File: src/rtl/key_scanner.sv
// Password-lock key front end: synchronises and debounces four buttons plus the
// Change switch, and turns one accepted single-key press into a KeyValue/KeyPress pair.
module key_scanner #(
  parameter int DEBOUNCE_CYCLES = 20000,
  parameter int PRESS_CYCLES    = 4,
  parameter int CNT_W           = 15
) (
  input  logic       CLK,
  input  logic       CLR_N,
  input  logic [3:0] Btn,
  input  logic       ChangeRaw,
  output logic       KeyPress,
  output logic [1:0] KeyValue,
  output logic       Change,
  output logic       KeyErr,
  output logic       Busy
);

  // state   | meaning
  // IDLE    | no key accepted, waiting for a debounced key
  // SETUP   | KeyValue latched, one cycle ahead of the strobe
  // PRESS   | KeyPress high, strobe counter running down
  // RELEASE | strobe done, waiting for all keys up
  // REJECT  | chord seen, waiting for all keys up
  typedef enum logic [2:0] {IDLE, SETUP, PRESS, RELEASE, REJECT} state_t;

  localparam int PW = (PRESS_CYCLES > 1) ? $clog2(PRESS_CYCLES) : 1;
  localparam logic [CNT_W-1:0] DB_TC   = CNT_W'(DEBOUNCE_CYCLES - 1);
  localparam logic [PW-1:0]    PR_LOAD = PW'(PRESS_CYCLES - 1);

  logic [4:0]       sync1_q, sync2_q, deb_q, deb_d;
  logic [CNT_W-1:0] cnt_q [5];
  logic [CNT_W-1:0] cnt_d [5];

  state_t     state_q, state_d;
  logic [PW-1:0] pcnt_q, pcnt_d;
  logic [1:0] kv_q, kv_d;
  logic       press_q, press_d;
  logic       err_q, err_d;
  logic       busy_q, busy_d;

  logic [3:0] key;
  logic       one_hot, multi;
  logic [1:0] key_idx;

  always_ff @(posedge CLK or negedge CLR_N) begin
    if (!CLR_N) begin
      sync1_q <= '0;
      sync2_q <= '0;
      deb_q   <= '0;
      for (int i = 0; i < 5; i++) cnt_q[i] <= '0;
      state_q <= IDLE;
      pcnt_q  <= '0;
      kv_q    <= '0;
      press_q <= 1'b0;
      err_q   <= 1'b0;
      busy_q  <= 1'b0;
    end else begin
      sync1_q <= {ChangeRaw, Btn};
      sync2_q <= sync1_q;
      deb_q   <= deb_d;
      for (int i = 0; i < 5; i++) cnt_q[i] <= cnt_d[i];
      state_q <= state_d;
      pcnt_q  <= pcnt_d;
      kv_q    <= kv_d;
      press_q <= press_d;
      err_q   <= err_d;
      busy_q  <= busy_d;
    end
  end

  // The counter counts mismatching cycles; the DEBOUNCE_CYCLES-th one commits the level.
  always_comb begin
    deb_d = deb_q;
    for (int i = 0; i < 5; i++) begin
      cnt_d[i] = '0;
      if (sync2_q[i] != deb_q[i]) begin
        if (cnt_q[i] == DB_TC) deb_d[i] = sync2_q[i];
        else                   cnt_d[i] = cnt_q[i] + 1'b1;
      end
    end
  end

  assign key     = deb_q[3:0];
  assign one_hot = (key != 4'd0) && ((key & (key - 4'd1)) == 4'd0);
  assign multi   = (key != 4'd0) && !one_hot;

  always_comb begin
    key_idx = 2'd0;
    if (key[1]) key_idx = 2'd1;
    if (key[2]) key_idx = 2'd2;
    if (key[3]) key_idx = 2'd3;
  end

  always_comb begin
    state_d = state_q;
    pcnt_d  = pcnt_q;
    kv_d    = kv_q;
    err_d   = 1'b0;
    case (state_q)
      IDLE: begin
        if (one_hot) begin
          kv_d    = key_idx;
          state_d = SETUP;
        end else if (multi) begin
          err_d   = 1'b1;
          state_d = REJECT;
        end
      end
      SETUP: begin
        pcnt_d  = PR_LOAD;
        state_d = PRESS;
      end
      PRESS: begin
        if (pcnt_q == '0) state_d = RELEASE;
        else              pcnt_d  = pcnt_q - 1'b1;
      end
      RELEASE, REJECT: begin
        if (key == 4'd0) state_d = IDLE;
      end
      default: state_d = IDLE;
    endcase
    press_d = (state_d == PRESS);
    busy_d  = (state_d != IDLE);
  end

  assign KeyPress = press_q;
  assign KeyValue = kv_q;
  assign Change   = deb_q[4];
  assign KeyErr   = err_q;
  assign Busy     = busy_q;

endmodule

File: config.mk
export PLATFORM = sky130hd
export DESIGN_NAME = key_scanner
export DESIGN_NICKNAME = d
export VERILOG_FILES = /design/src/rtl/key_scanner.sv
export SDC_FILE = /design/constraint.sdc
export NUM_CORES = 1
export LEC_CHECK = 0
export CORE_MARGIN = 2
export CORE_UTILIZATION = 55
export DETAILED_ROUTE_END_ITERATION = 8
export GPL_ROUTABILITY_DRIVEN = 0
export PLACE_DENSITY = 0.8
export SYNTH_ARGS = -nofsm -noshare
export SYNTH_HDL_FRONTEND = slang
export SYNTH_SLANG_ARGS = --single-unit
File: constraint.sdc
create_clock -name CLK -period 4 [get_ports CLK]
set_input_delay 1.2 -clock CLK [delete_from_list [all_inputs] [get_ports CLK]]
set_output_delay 1.2 -clock CLK [all_outputs]
set_load 0.02 [all_outputs]
After elaboration in Yosys (flattened, before gate mapping)
Cells that the tools add are included.
Word-level totals
  register bits: 100
  input bits: 7
  logic and storage cells: 83
Cells by class
  add/subtract/negate cells: 7
  equality and inequality tests: 16
  mux-type cells: 23
  bitwise gates (word level): 1
  reductions and logical operators: 18
Operators by type and width (number)
  two-way mux 15 bit: 10
  adder 15 x 1 -> 15 bit (second input constant): 5
  == test 15 bit (second input constant): 5
  AND reduction 2 bit: 7
  two-way mux 3 bit: 4
  one-hot mux 3 bit (4 select lines): 1
  == test 3 x 2 -> 1 bit (second input constant): 3
  logical NOT 4 bit: 2
  two-way mux 2 bit: 3
  != test 1 bit: 5
  AND 4 bit: 1
  two-way mux 1 bit: 4
  one-hot mux 2 bit (2 select lines): 1
  nonzero test 4 bit: 1
  subtractor 4 x 1 -> 4 bit (second input constant): 1
  == test 3 x 1 -> 1 bit (second input constant): 1
  == test 3 bit (second input constant): 1
  logical NOT 3 bit: 1
  nonzero test 3 bit: 1
  logical AND 1 bit: 2
  logical NOT 2 bit: 1
  != test 2 bit (second input constant): 1
  nonzero test 2 bit: 1
  OR reduction 2 bit: 1
  2 further kinds: 2

Depth between registers and ports, before layout
Gate-level depths: netlist (run 1).
  depth in word-level cells: 10
  gate-level depth with buffers: 7

Worst setup path before layout (run 1)
OpenSTA, ideal clock, no wires.
  path kind: reg2reg
  from: register cnt_q[42] (netlist name)
  to: register deb_q[2]
  arrival: 1.612 ns
  path slack: 2.263 ns
  cell stages (with the launch flop): 4
  path buffers: 0
  clock period less this slack: 1.737 ns
  cell sequence: dfrtp_1 or4b_1 or4_4 mux2_4
On the way
  longest elaborated chain between the ends: 2
RTL lines
  from (decl): RTL line 32  | logic [CNT_W-1:0] cnt_q [5];
  == test 15 bit: RTL line 78  | if (cnt_q[i] == DB_TC) deb_d[i] = sync2_q[i];
  AND reduction 2 bit (no line)
  to (signal assigned): RTL line 50  | deb_q <= '0;
  to (signal assigned): RTL line 61  | deb_q <= deb_d;
  to (decl): RTL line 31  | logic [4:0] sync1_q, sync2_q, deb_q, deb_d;
Every way passes these cells.
A chain may end at the register's enable or synchronous reset.

Worst setup path after layout (run 1)
  from: register kv_q[0], in the netlist KeyValue[0]
  to: output port KeyValue[0]
RTL lines
  from (decl): RTL line 37  | logic [1:0] kv_q, kv_d;
  from (signal assigned): RTL line 65  | kv_q <= kv_d;
  to (decl): RTL line 13  | output logic [1:0] KeyValue,
No word-level cell between the ends.

==> results of run 1 <==
-- through the flow --
stage	std cells	util
2_1_floorplan	462	-
3_3_place_gp	560	0.591
3_5_place_dp	560	0.591
4_1_cts	576	0.615
5_1_grt	576	0.615
6_report	576	0.615
-- metal layers --
layer  global-route usage  vias up  part of all wire
met2                0.309       45              0.48
met1                0.249     1592              0.48
met4               0.0599        0             0.013
li1                     -     1599                 -
met3               0.0590        9             0.033
met5                    0        -                 0
-- final cells by class --
cell class	instances	area (um2)	share of cell area
Clock buffer	12	155	0.0305
Clock inverter	4	47.5	0.00936
Inverter	12	45.0	0.00886
Multi-Input combinational cell	329	2070	0.407
Sequential cell	100	2500	0.492
Tap cell	105	131	0.0259
Timing Repair Buffer	14	133	0.0261
-- cells in the final DEF, fill, tap and decap left out, types with 2 or more instances in the layout --
| master | count |
|---|---|
| nor4_1 | 10 |
| clkinv_2 | 2 |
| a31oi_1 | 2 |
| o22a_1 | 3 |
| xor2_1 | 37 |
| a21oi_1 | 8 |
| clkdlybuf4s50_1 | 11 |
| buf_4 | 3 |
| and4_1 | 10 |
| clkbuf_8 | 11 |
| o21a_1 | 2 |
| o21ai_0 | 2 |
| nor2_1 | 84 |
| nand4_1 | 28 |
| a211oi_1 | 3 |
| mux2_2 | 4 |
| nand2b_1 | 7 |
| and2_1 | 3 |
| nand3_1 | 29 |
| inv_1 | 12 |
| dfrtp_1 | 100 |
| xnor2_1 | 33 |
| ha_1 | 6 |
| nor3_1 | 14 |
| nand2_1 | 13 |
| and3_1 | 9 |
| or3_1 | 5 |
| nor4b_1 | 3 |
-- cell usage after synthesis, types with 10 or more instances --
cell type and instances:
nand2_1 13, nor2_1 84, nor3_1 14, and4_1 10
dfrtp_1 100, clkbuf_1 16, nand3_1 29, nand4_1 28
nor4_1 10, inv_1 12, xor2_1 37, xnor2_1 33
-- path summary, 6_finish.rpt --
| path | startpoint | to | slack, ns | cells after the start |
|---|---|---|---|---|
| setup / recovery | KeyValue[0]$_DFFE_PN0P_ | KeyValue[0] | 1.42 | 1 |
| hold / removal | sync1_q[1]$_DFF_PN0_ | sync2_q[1]$_DFF_PN0_ | 0.35 | 0 |
| setup reg to reg | cnt_q[0]$_DFF_PN0_ | cnt_q[12]$_DFF_PN0_ | 2.12 | 5 |
| hold reg to reg | sync1_q[1]$_DFF_PN0_ | sync2_q[1]$_DFF_PN0_ | 0.35 | 0 |
| max in group asynchronous | CLR_N | cnt_q[45]$_DFF_PN0_ | 2.37 | 2 |
| min in group asynchronous | CLR_N | cnt_q[72]$_DFF_PN0_ | 0.86 | 1 |
-- flip-flops by register name, indices dropped and copies added (netlist names) --
signal,cells
cnt_q,75
KeyPress,1
sync1_q,5
sync2_q,5
deb_q,5
state_q,3
KeyErr,1
pcnt_q,2
KeyValue,2
Busy,1
-- cells by family (layout without fill, tap and decap cells) --
family                   count (synthesis)  after routing
AO/OA/AOI/OAI                           24             24
XOR/XNOR                                70             70
adder cells (fa/ha/maj)                  7              7
buffers and inverters                   33             42
flip-flops                             100            100
multiplexers                             5              5
AND/OR/NAND/NOR                        223            223
-- power by group --
group	switching, mW	internal [mW]	total (mW)
clock network	0.332	0.322	0.654
registers	0.0162	1.03	1.04
logic	0.0429	0.0210	0.0638
==> results.cfg, run 1 <==
[logic_synthesis]
synth_edf_count = 0
yosysTopAreaCell = dfrtp_1
synth_cells = 462
synth_flop_cell = dfrtp_1
ys_seq_area_frac = 0.532
yosys-top-cells-area = dfrtp_1, xor2_1, nor2_1
synth-seq-cells = 100
ys_warn_count = 0
syn_avg_cell_area_um2 = 10.2
synth_compound_area_frac = 0.0335
synthArstFlopShare = 1.00
synth_nets = 475
synth_xor_area_frac = 0.130
synth_top_family_by_area = simple AND/OR/NAND/NOR gates
synth-simple-area-share = 0.245
yosysUniqueCellTypes = 41
syn_area_mm2 = 0.00471
synth.top_cell.area_share = 0.532
synth_fa_ha_area_frac = 0.0181
synth.area.mux_share = 0.0128

[detailed_routing]
first_pass_iters = 4
drc = 0
first_iter_violations = 165
viasPerCell = 5.63
antenna_left = 0
wl_per_cell_um = 14.1
drt-total-wl_mm = 8.12
vias = 3245

[cts]
htree_levels = 3
cts_tree = yes
cts-root-buf = clkbuf_8
clk_pin_slew_ns = 0.09
postCtsSetupBuffers = 0
cts.sinks = 100
hold_buffers = 0
clk_latency_ns = 0.37
post_cts_resized = 0
tritoncts.num_buffers = 9
clock_path_buffers = 2

[setup_path]
crit_buf_inv = 1
cp-end-kind = output port
slowest_delay_ns = 0.62
crit_fanout = 4
crit_chain = clkdlybuf4s50_1
worst_ep_arrival_time_ns = 1.38
worst_path_max_delay_cell = clkdlybuf4s50_1
path_class = reg2out
worstSetupStartpointType = register
cp_data_required_time_ns = 2.80
crit_family = buffers and inverters

[job]
maxCapViolCount = 0

[grt]
grt_max_degree = 58
grt_overflow = 0
grt_pass1_vias = 3096
grt_usage = 0.192
grt_pass1_wl_mm = 13.7
antenna_found_initial = 0

[outcome]
outcome = complete, no violations

[placed_design]
dpl_cell_area_mm2 = 0.00488
hpwl_mm = 5.40
pre_cts_ws_ns = 1.81
portBuffers = 12

[power]
p_total_mw = 1.76
p_leak_nw = 2.19
irDropWorstVdd_mv = 0.202
power-per-cell-area_mw_per_mm2 = 347

[timing]
layout_setup_ws_ns = 1.42
slew_viol_final = 0
timing.fmax_mhz = 387
grt_setup_unrepaired = false
fin_hold_ws_ns = 0.354
post-route-period-util = 0.646
worst_clock_skew_ns = 0.0133
layout_min_cycle_time_ns = 2.58
setup_violations = 0
slew_headroom = 0.533
fin_setup_tns_ns = 0
hold_viol = 0
tightest_slew_ns = 0.701

[floorplanning]
ios = 13
row_count = 33
start_util = 0.570
dieHeight_um = 96.5
core_mm2 = 0.00826
die_w_um = 96.5
dieArea_mm2 = 0.00931

[final_layout]
area_growth_pct = 7.98
drive_above_1_share = 0.0573
nFillCells = 667
stdcell_area_mm2 = 0.00508
antenna_cells = 0
nNetsFinal = 479

[worst_hold_path]
hold_path.class = reg2reg
Power figures use the tool's default switching activity.
==> run 2, diff against run 1 <==
clock period = 2.5 ns   (was 4 ns; I/O delays follow)
==> run 2 against run 1 <==
Net effect: via count up 0.96%; total power rose by 72%; count of clock-buffer cells in the layout is 1 lower; cell count did not move; non-clock buffer count is the same.
==> results.cfg, run 2 (synthesized netlist as in run 1, its figures left out) <==
[grt]
grt_overflow = 0
grt-busiest-layer = met2
met1_usage = 0.252
grt_max_degree = 43
grt_pass1_wl_mm = 13.8
met3_usage = 0.0427
antenna_found_initial = 0
met2_usage = 0.312
grt_pass1_vias = 3146
grt_usage = 0.189

[setup_path]
crit_family = buffers and inverters
r2r_slack_ns = 0.66
crit_chain = clkdlybuf4s50_1
path_class = reg2out
worst_path_max_delay_cell = clkdlybuf4s50_1
cp.depth = 1
crit_fanout = 4
cp-startpoint = KeyValue[0]$_DFFE_PN0P_
crit_buf_inv = 1
worstSetupStartpointType = register
r2r-end = cnt_q[38]$_DFF_PN0_
cp-end-kind = output port
crit_end = KeyValue[0]
slowest_delay_ns = 0.62
cp_data_required_time_ns = 1.75
worst_ep_arrival_time_ns = 1.39
reg2reg_depth = 4
crit-reg2reg-launch = cnt_q[42]$_DFF_PN0_

[final_layout]
drive_above_1_share = 0.0573
nFillCells = 637
fin_cells = 576
final_common_cell = dfrtp_1
layout.area.seq_mm2 = 0.00250
antenna_cells = 0
area_growth_pct = 9.23
largest_register = cnt_q
nNetsFinal = 479
multi_input_area_mm2 = 0.00207
largest_register_ffs = 75
final_cell_mix = dfrtp_1, nor2_1, xor2_1

[detailed_routing]
first_pass_iters = 6
antenna_left = 0
viasPerCell = 5.69
drt-total-wl_mm = 8.10
drc = 0
wl_per_cell_um = 14.1
vias = 3276
first_iter_violations = 162

[timing]
fin_setup_tns_ns = 0
hold_viol = 0
timing.fmax_mhz = 468
layout_min_cycle_time_ns = 2.14
slew_headroom = 0.629
tightest_slew_ns = 0.556
setup_violations = 0
post-route-period-util = 0.855
slew_viol_final = 0
worst_clock_skew_ns = 0.0100
grt_setup_unrepaired = false

[cts]
cts_tree = yes
htree_levels = 3
cts-root-buf = clkbuf_8
hold_buffers = 0
postCtsSetupBuffers = 0
clk_latency_ns = 0.36
tritoncts.num_buffers = 9
post_cts_resized = 0
clk_pin_slew_ns = 0.09
clock_path_buffers = 2
cts.sinks = 100

[placed_design]
hpwl_mm = 5.40
portBuffers = 12
dp_cells = 560

[worst_hold_path]
hold_path.class = reg2reg

[floorplanning]
dieHeight_um = 96.5
core_mm2 = 0.00826
die_w_um = 96.5
start_util = 0.570
row_count = 33
dieArea_mm2 = 0.00931
ios = 13

[outcome]
outcome = complete, no violations

[job]
maxCapViolCount = 0

[power]
power-per-cell-area_mw_per_mm2 = 588
irDropWorstVdd_mv = 0.306
p_leak_nw = 2.22
## run 2: cell count changes in the layout (fill, tap and decap cells not counted)
cell | previous run | this run
clkbuf_8 | 11 | 10
clkinvlp_4 | 1 | 0
clkinv_4 | 0 | 1
clkinv_2 | 2 | 0
inv_6 | 0 | 1
buf_4 | 3 | 2
buf_12 | 0 | 1
bufinv_16 | 1 | 3
## run 2: how the worst min path moves through the flow
stage          cells after the start  slack [ns]                   end                  from
3_3_place_gp                       0        0.33  sync2_q[1]$_DFF_PN0_  sync1_q[1]$_DFF_PN0_
2_1_floorplan                      0        0.33  sync2_q[0]$_DFF_PN0_  sync1_q[0]$_DFF_PN0_
4_1_cts                            0        0.36  sync2_q[4]$_DFF_PN0_  sync1_q[4]$_DFF_PN0_
6_report                           0        0.36  sync2_q[4]$_DFF_PN0_  sync1_q[4]$_DFF_PN0_
5_1_grt                            0        0.36  sync2_q[4]$_DFF_PN0_  sync1_q[4]$_DFF_PN0_
3_5_place_dp                       0        0.34  sync2_q[4]$_DFF_PN0_  sync1_q[4]$_DFF_PN0_
## run 2: area by class of cell
type                    instances  area share
clock buffers                  11      0.0275
clock inverters                 5      0.0209
inverters                      12     0.00876
multi-input cells             329       0.402
flip-flops and latches        100       0.487
well taps                     105      0.0256
repair buffers                 14      0.0282
## run 2: where the power goes
| group | internal (mW) | switching (mW) | leakage [nW] |
|---|---|---|---|
| clock | 0.698 | 0.546 | 0.124 |
| combinational | 0.0357 | 0.0699 | 0.734 |
| sequential | 1.64 | 0.0264 | 1.36 |
## run 2: per-stage QoR
step	instance area, um2	utilization	setup slack, ns	power (mW)	hold WS, ns
floorplan	4710	-	0.763	1.75	0.331
global placement	4890	0.592	0.710	1.81	0.334
detailed placement	4890	0.592	0.662	1.81	0.336
CTS	5140	0.622	0.339	3.05	0.359
global route	5140	0.622	0.311	3.13	0.361
finish	5140	0.622	0.361	3.02	0.358
## run 2: metal layers
metal	part of all wire	vias to the layer above
met3	0.025	9
met2	0.48	31
met5	0	-
li1	-	1597
met4	0.011	0
met1	0.48	1639
